File: config.mk
export PLATFORM = sky130hd
export DESIGN_NAME = count_lead_flat
export DESIGN_NICKNAME = d
export VERILOG_FILES = /design/src/rtl/cpu_pkg.sv /design/src/rtl/count_lead_if.sv /design/src/rtl/count_lead_nibble_lz.sv /design/src/rtl/count_lead.sv /design/src/flat_wrapper.sv
export SDC_FILE = /design/constraint.sdc
export NUM_CORES = 1
export LEC_CHECK = 0
export ABC_AREA = 0
export CAP_MARGIN = 5
export CORE_MARGIN = 4
export CORE_UTILIZATION = 40
export DETAILED_ROUTE_END_ITERATION = 7
export PLACE_DENSITY = 0.71
export SYNTH_ARGS = -nofsm -noshare
export SYNTH_HDL_FRONTEND = slang
export SYNTH_HIERARCHICAL = 1
export SYNTH_SLANG_ARGS = --single-unit
File: constraint.sdc
create_clock -name clk -period 4.65 [get_ports clk]
set_input_delay 0.93 -clock clk [delete_from_list [all_inputs] [get_ports clk]]
set_output_delay 0.93 -clock clk [all_outputs]
set_load 0.1 [all_outputs]
File: src/rtl/cpu_pkg.sv
// Shared definitions for the count_lead block: word/count/nibble widths,
// the scan FSM state encoding and a zero-extension helper.
package cpu_pkg;

  localparam int WORD_W = 32;
  localparam int CNT_W  = 6;
  localparam int NIB_W  = 4;

  typedef enum logic [1:0] {
    IDLE = 2'd0,
    SCAN = 2'd1,
    DONE = 2'd2
  } state_t;

  // Widen a leading count to a full result word.
  function automatic logic [WORD_W-1:0] zext_cnt(input logic [CNT_W-1:0] c);
    return {{(WORD_W-CNT_W){1'b0}}, c};
  endfunction

endpackage

File: src/rtl/count_lead_if.sv
// Request/result bundle of the count_lead block.
// master: requester side (drives start/ones/A), slave: the counter itself.
interface count_lead_if;
  import cpu_pkg::*;

  logic              start;
  logic              ones;
  logic [WORD_W-1:0] A;
  logic              busy;
  logic              done;
  logic [WORD_W-1:0] Result;
  logic              Zero;
  logic              Carry;
  logic              Negative;
  logic              Overflow;

  modport master (
    output start, ones, A,
    input  busy, done, Result, Zero, Carry, Negative, Overflow
  );

  modport slave (
    input  start, ones, A,
    output busy, done, Result, Zero, Carry, Negative, Overflow
  );

endinterface

File: src/rtl/count_lead_nibble_lz.sv
// nibble_lz: combinational leading-zero count of one 4-bit nibble.
// lz is only meaningful when nz=1 (an all-zero nibble reports lz=3).
module nibble_lz
  import cpu_pkg::*;
(
  input  logic [NIB_W-1:0] nib,
  output logic [1:0]       lz,
  output logic             nz
);

  // Priority encode from the MSB down.
  always_comb begin
    nz = |nib;
    lz = 2'd3;
    if (nib[3])      lz = 2'd0;
    else if (nib[2]) lz = 2'd1;
    else if (nib[1]) lz = 2'd2;
  end

endmodule

File: src/rtl/count_lead.sv
// count_lead: multi-cycle leading-zero / leading-one counter.
// The operand is scanned one nibble per cycle from the MSB end; the scan
// stops at the first non-zero nibble, so latency depends on the data.
// Build option: define COUNT_LEAD_CLO_EN to honour the ones input (CLO by
// inverting the operand on capture). Without it the block is CLZ only and
// no inverter is built.
module count_lead
  import cpu_pkg::*;
(
  input  logic         clk,
  input  logic         rst,
  count_lead_if.slave  bus
);

  localparam logic [CNT_W-1:0] LAST_CNT = CNT_W'(WORD_W - NIB_W);
  localparam logic [CNT_W-1:0] FULL_CNT = CNT_W'(WORD_W);
  localparam logic [CNT_W-1:0] NIB_STEP = CNT_W'(NIB_W);

  state_t            state_q, state_d;
  logic [WORD_W-1:0] scan_q,  scan_d;
  logic [CNT_W-1:0]  cnt_q,   cnt_d;
  logic [CNT_W-1:0]  result_q, result_d;
  logic              zero_q,  zero_d;
  logic              carry_q, carry_d;
  logic              busy_q,  busy_d;
  logic              done_q,  done_d;

  logic [WORD_W-1:0] operand;
  logic [1:0]        nib_lz;
  logic              nib_nz;

  // Operand as it enters the scan register (inverted for CLO when enabled).
`ifdef COUNT_LEAD_CLO_EN
  always_comb operand = bus.ones ? ~bus.A : bus.A;
`else
  logic unused_ones;
  assign unused_ones = bus.ones;
  always_comb operand = bus.A;
`endif

  nibble_lz u_nibble_lz (
    .nib (scan_q[WORD_W-1 -: NIB_W]),
    .lz  (nib_lz),
    .nz  (nib_nz)
  );

  // Next-state, scan datapath and result/flag computation.
  always_comb begin
    state_d  = state_q;
    scan_d   = scan_q;
    cnt_d    = cnt_q;
    result_d = result_q;
    zero_d   = zero_q;
    carry_d  = carry_q;
    unique case (state_q)
      IDLE: begin
        if (bus.start) begin
          scan_d  = operand;
          cnt_d   = '0;
          state_d = SCAN;
        end
      end
      SCAN: begin
        if (nib_nz) begin
          result_d = cnt_q + {{(CNT_W-2){1'b0}}, nib_lz};
          state_d  = DONE;
        end else if (cnt_q == LAST_CNT) begin
          // Eighth zero nibble: no terminating bit anywhere.
          result_d = FULL_CNT;
          state_d  = DONE;
        end else begin
          cnt_d  = cnt_q + NIB_STEP;
          scan_d = scan_q << NIB_W;
        end
        if (state_d == DONE) begin
          zero_d  = (result_d == '0);
          carry_d = (result_d == FULL_CNT);
        end
      end
      DONE: begin
        // start is deliberately not sampled here.
        state_d = IDLE;
      end
      default: state_d = IDLE;
    endcase
    busy_d = (state_d != IDLE);
    done_d = (state_d == DONE);
  end

  // State and registered outputs; reset covers control and visible result,
  // scan/count are working data only valid after a capture.
  always_ff @(posedge clk) begin
    if (rst) begin
      state_q  <= IDLE;
      busy_q   <= 1'b0;
      done_q   <= 1'b0;
      result_q <= '0;
      zero_q   <= 1'b1;
      carry_q  <= 1'b0;
    end else begin
      state_q  <= state_d;
      busy_q   <= busy_d;
      done_q   <= done_d;
      result_q <= result_d;
      zero_q   <= zero_d;
      carry_q  <= carry_d;
    end
    scan_q <= scan_d;
    cnt_q  <= cnt_d;
  end

  assign bus.busy     = busy_q;
  assign bus.done     = done_q;
  assign bus.Result   = zext_cnt(result_q);
  assign bus.Zero     = zero_q;
  assign bus.Carry    = carry_q;
  assign bus.Negative = 1'b0;
  assign bus.Overflow = 1'b0;

endmodule
File: src/flat_wrapper.sv
// flat-port wrapper written by rule: the top's interface ports become plain ports
module count_lead_flat import cpu_pkg::*;
  (clk, rst, bus_start, bus_ones, bus_A, bus_busy, bus_done, bus_Result, bus_Zero, bus_Carry, bus_Negative, bus_Overflow);
  count_lead_if bus_i ();
  input  logic clk;
  input  logic rst;
  input wire logic [$bits(bus_i.start)-1:0] bus_start;
  input wire logic [$bits(bus_i.ones)-1:0] bus_ones;
  input wire logic [$bits(bus_i.A)-1:0] bus_A;
  output wire logic [$bits(bus_i.busy)-1:0] bus_busy;
  output wire logic [$bits(bus_i.done)-1:0] bus_done;
  output wire logic [$bits(bus_i.Result)-1:0] bus_Result;
  output wire logic [$bits(bus_i.Zero)-1:0] bus_Zero;
  output wire logic [$bits(bus_i.Carry)-1:0] bus_Carry;
  output wire logic [$bits(bus_i.Negative)-1:0] bus_Negative;
  output wire logic [$bits(bus_i.Overflow)-1:0] bus_Overflow;
  assign bus_i.start = bus_start;
  assign bus_i.ones = bus_ones;
  assign bus_i.A = bus_A;
  assign bus_busy = bus_i.busy;
  assign bus_done = bus_i.done;
  assign bus_Result = bus_i.Result;
  assign bus_Zero = bus_i.Zero;
  assign bus_Carry = bus_i.Carry;
  assign bus_Negative = bus_i.Negative;
  assign bus_Overflow = bus_i.Overflow;
  count_lead u_core (.clk(clk), .rst(rst), .bus(bus_i));
endmodule
[Yosys cells after proc, flatten, opt, wreduce, memory -nomap -nowiden]
Cells that the tools add are included.
Storage, ports and cells
  register bits: 50
  input port bits: 36
  output and inout port bits: 38
  logic and storage cells: 44
Cells by class
  $add $sub $neg: 2
  equal/unequal tests: 8
  multiplexer cells: 19
  reductions and logical operators: 7
Operators with widths (number)
  32-bit 2-to-1 mux: 3
  32-bit case mux with 2 select lines: 1
  6-bit 2-to-1 mux: 6
  2-bit 2-to-1 mux: 6
  6-bit case mux with 2 select lines: 1
  6-bit by 2-bit adder with 6-bit output: 1
  6-bit by 3-bit adder with 6-bit output, second input constant: 1
  6-bit by 5-bit equality test with 1-bit output, second input constant: 1
  6-bit equality test, second input constant: 1
  6-bit zero test: 1
  2-bit != test, second input constant: 3
  2-bit equality test, second input constant: 2
  2-bit case mux with 2 select lines: 1
  4-bit AND reduction: 1
  2-bit nonzero test: 2
  4-bit OR reduction: 1
  2-bit by 1-bit equality test with 1-bit output, second input constant: 1
  2-bit zero test: 1
  2-bit AND reduction: 1
  1-bit 2-to-1 mux: 1

[Longest topological paths before layout]
  depth after elaboration: 7
  gate-level depth with buffers: 5
  depth with buffers taken out: 5

[Hierarchy]
Netlist, hierarchy kept.
Modules (own cells, without submodules)
  count_lead: times used 1, cells each 218, area an instance 2200.9 um2, seq. area each 1321.3 um2
  nibble_lz: times used 1, cells each 5, area an instance 26.3 um2, seq. area each 0.0 um2

[Worst setup path after synthesis]
Ideal clock, no wire load.
  path kind: in2reg
  from: input bus_start
  to: register u_core.cnt_q[2], enable pin
  setup time: 0.429 ns
  data arrival time: 2.629 ns
  data required time: 4.221 ns
  setup slack: 1.592 ns
  stages on the path: 3
  path buffers: 0
  path through: nor2b_1 > a31oi_1 > nor2_1
On the way
  cells in the longest elaborated chain, start to end: 2
RTL lines
  start, declared: line flat_wrapper.sv:7  | input wire logic [$bits(bus_i.start)-1:0] bus_start;
  2-bit != test (no line)
  4-bit AND reduction (no line)
  end signal, assigned: line count_lead.sv:109  | cnt_q <= cnt_d;
  end, declared: line count_lead.sv:21  | logic [CNT_W-1:0] cnt_q, cnt_d;
Every way passes these cells.
A chain may end at the register's enable or synchronous reset.

[Worst setup path in the final report]
  from: register u_core.carry_q (netlist: u_core/bus.Carry)
  to: output bus_Carry
RTL lines
  start, declared: line count_lead.sv:24  | logic carry_q, carry_d;
  start signal, assigned: line count_lead.sv:106  | carry_q <= carry_d;
  end, declared: line flat_wrapper.sv:14  | output wire logic [$bits(bus_i.Carry)-1:0] bus_Carry;
No word-level cell between the ends.

==> impl_metrics.tcl <==
set metrics [dict create \
    status "finished clean" \
    rsz0062_at_grt "false" \
    cts_buffer_depth 2 \
    postRouteWirelength_um 3780 \
    fmax_mhz 370 \
    yosys_warnings 6 \
    crit_buf_inv 1 \
    tightest_slew_ns 0.981 \
    mappedNetlistArea_mm2 0.00223 \
    vias 1464 \
    layout_min_cycle_time_ns 2.70 \
    die-area_mm2 0.00683 \
    drc 0 \
    tns_ns 0 \
    grt_max_degree 38 \
    crit_arrival_ns 1.77 \
    period_share 0.581 \
    min_from "u_core/result_q[2]" \
    regToRegStartpoint "u_core/cnt_q[2]" \
    synthFlopType "edfxtp_1" \
    final_net_count 303 \
    post_cts_resized 0 \
    diodes 0 \
    grt_overflow 0 \
    io_pins 74 \
    port_buffers 44 \
    vdd_ir_drop_max_v 0.000172 \
    crit_path_end_kind "primary output" \
    preCtsSetupSlack_ns 1.81 \
    clockRootBuffer "clkbuf_8" \
    cp.required_ns 3.72 \
    yosys_register_bits 48 \
    report.power.total_mw 1.07 \
    cts_buffers 5 \
    cts.sinks 48 \
    ys_types 30 \
    holdPathEnd "u_core/result_q[2]" \
    path_clk_slew_ns 0.09 \
    cts_tree "done" \
    first_iter_violations 51 \
    hold_depth 2 \
    track_usage 0.112 \
    instances_no_fill 337 \
    pwr-share-clk 0.285 \
    p_leak_nw 1.13 \
    syn_area_per_cell_um2 9.99 \
    crit_family "buffers and inverters" \
    dieWidth_um 82.6 \
    first_pass_iters 3 \
    hold_slack_ns 0.477 \
    seq_power_share 0.485 \
    clk_latency_ns 0.30 \
    grt_pass1_vias 1366 \
    start_util 0.425 \
    crit_fanout 2 \
    synth-async-reset-ratio 0 \
    path_class "reg -> out" \
    antenna_found_initial 0 \
    r2r_end "u_core/scan_q[9]" \
    maxCapViolations 0 \
    dp.cells 329 \
    finalWorstSetupSlack_ns 1.95 \
    drive_above_1_share 0.0524 \
    drv_slew 0 \
    intPower_uw 723 \
    hold_class "reg -> reg" \
    layout-area-overhead-vs-synth_pct 22.8 \
    startpoint_type "flip-flop" \
    hold_buffers 0 \
    worst_clock_skew_ns 0.00822 \
    coreArea_mm2 0.00524 \
    core.rowCount 26 \
    reg2reg_depth 4 \
    yosysSeqAreaShare 0.593 \
    postCtsSetupBuffers 0 \
    critical_path.cell_chain "clkdlybuf4s50_1" \
    timing.slew.headroom 0.344 \
    reg2reg_slack_ns 2.46 \
    synthCells 223 \
    grt_pass1_wl_um 5680 \
    synth_edf_count 36 \
    antenna_left 0 \
    slowest_delay_ns 1.13 \
    comb_power_share 0.230 \
    p_sw_uw 345 \
    p_per_area_mw_per_mm2 390 \
    cp_slowest_cell "clkdlybuf4s50_1" \
    place_hpwl_um 2720 \
    via_per_inst 4.34 \
    ctsHtreeMaxLevel 2 \
    detail_route.wl_per_cell_um 11.2 \
    gp_congestion 0.790 \
    finalHoldViolCount 0 \
    setup_viol 0 \
    swShare 0.323 \
    fp.dieH_um 82.6 \
]
-- Yosys cell counts, types with 2 or more instances --
| cell type | n | area (µm²) |
|---|---|---|
| nand2b_1 | 6 | 37.5 |
| edfxtp_1 | 36 | 1080 |
| buf_2 | 4 | 20.0 |
| inv_1 | 7 | 26.3 |
| a21oi_2 | 2 | 17.5 |
| dfxtp_1 | 12 | 240 |
| o32ai_1 | 5 | 43.8 |
| nand2_1 | 86 | 323 |
| and2_1 | 5 | 31.3 |
| nor3_1 | 2 | 10.0 |
| clkbuf_1 | 3 | 11.3 |
| buf_4 | 28 | 210 |
| nor2_1 | 10 | 37.5 |
-- final cells by class --
cell class | count | area [µm²]
clock buffers | 5 | 68.8
clock inverters | 3 | 47.5
fillers | 513 | 2500
inverters | 7 | 26.3
multi-input cells | 159 | 736
flip-flops and latches | 48 | 1320
well taps | 70 | 87.6
repair buffers | 45 | 448
-- worst max path at each step --
stage,cells past startpoint,start,end
4_1_cts,1,u_core/bus.Carry,bus_Carry
6_report,1,u_core/bus.Carry,bus_Carry
3_3_place_gp,4,bus_start,u_core/scan_q[17]
2_1_floorplan,3,bus_start,u_core/cnt_q[2]
3_5_place_dp,4,bus_start,u_core/scan_q[17]
5_1_grt,1,u_core/result_q[0],bus_Result[0]
-- metal layers --
layer | vias to the layer above | GRT usage | routed length [µm]
li1 | 759 | - | -
met1 | 653 | 0.113 | 1520
met2 | 45 | 0.211 | 1900
met3 | 7 | 0.0380 | 306
met4 | 0 | 0.0441 | 53
met5 | - | 0 | 0
-- logic make-up after synthesis --
group / count (synthesis) / synth area share
buf+inv: 43 / 0.125
flops: 48 / 0.593
xor+xnor: 2 / 0.00787
other cells: 1 / 0.00168
fa+ha+maj: 1 / 0.00562
simple gates: 116 / 0.220
compound gates: 12 / 0.0466
-- power by group through the flow --
stage | registers [mW] | clock network, mW | logic [mW]
global route | 0.521 | 0.329 | 0.261
floorplan | 0.561 | 0 | 0.177
detailed placement | 0.528 | 0 | 0.248
global placement | 0.526 | 0 | 0.245
CTS | 0.518 | 0.316 | 0.248
finish | 0.517 | 0.304 | 0.246
-- flip-flops by register name, summed over array words and instances, names as in the netlist --
name,flops
u_core/result_q,6
u_core/scan_q,32
u_core/cnt_q,4
u_core/state_q,2
u_core/bus.busy,1
u_core/bus.done,1
u_core/bus.Zero,1
u_core/bus.Carry,1
-- cells in the final DEF, fill, tap and decap left out, types with 2 or more instances in the layout --
master and n:
nand2_1 86, and2_1 5, nor2_1 9, nand2b_1 6, edfxtp_1 36, a21oi_2 2, o32ai_1 5, clkdlybuf4s50_1 44
dfxtp_1 12, inv_1 7, clkbuf_8 5, nor3_1 2, clkinv_4 2, conb_1 28
-- through the flow --
stage,utilization,instance area (µm²)
2_1_floorplan,-,2330
3_3_place_gp,0.500,2620
3_5_place_dp,0.500,2620
4_1_cts,0.522,2740
5_1_grt,0.522,2740
6_report,0.522,2740
(Power assumes the default switching activity.)
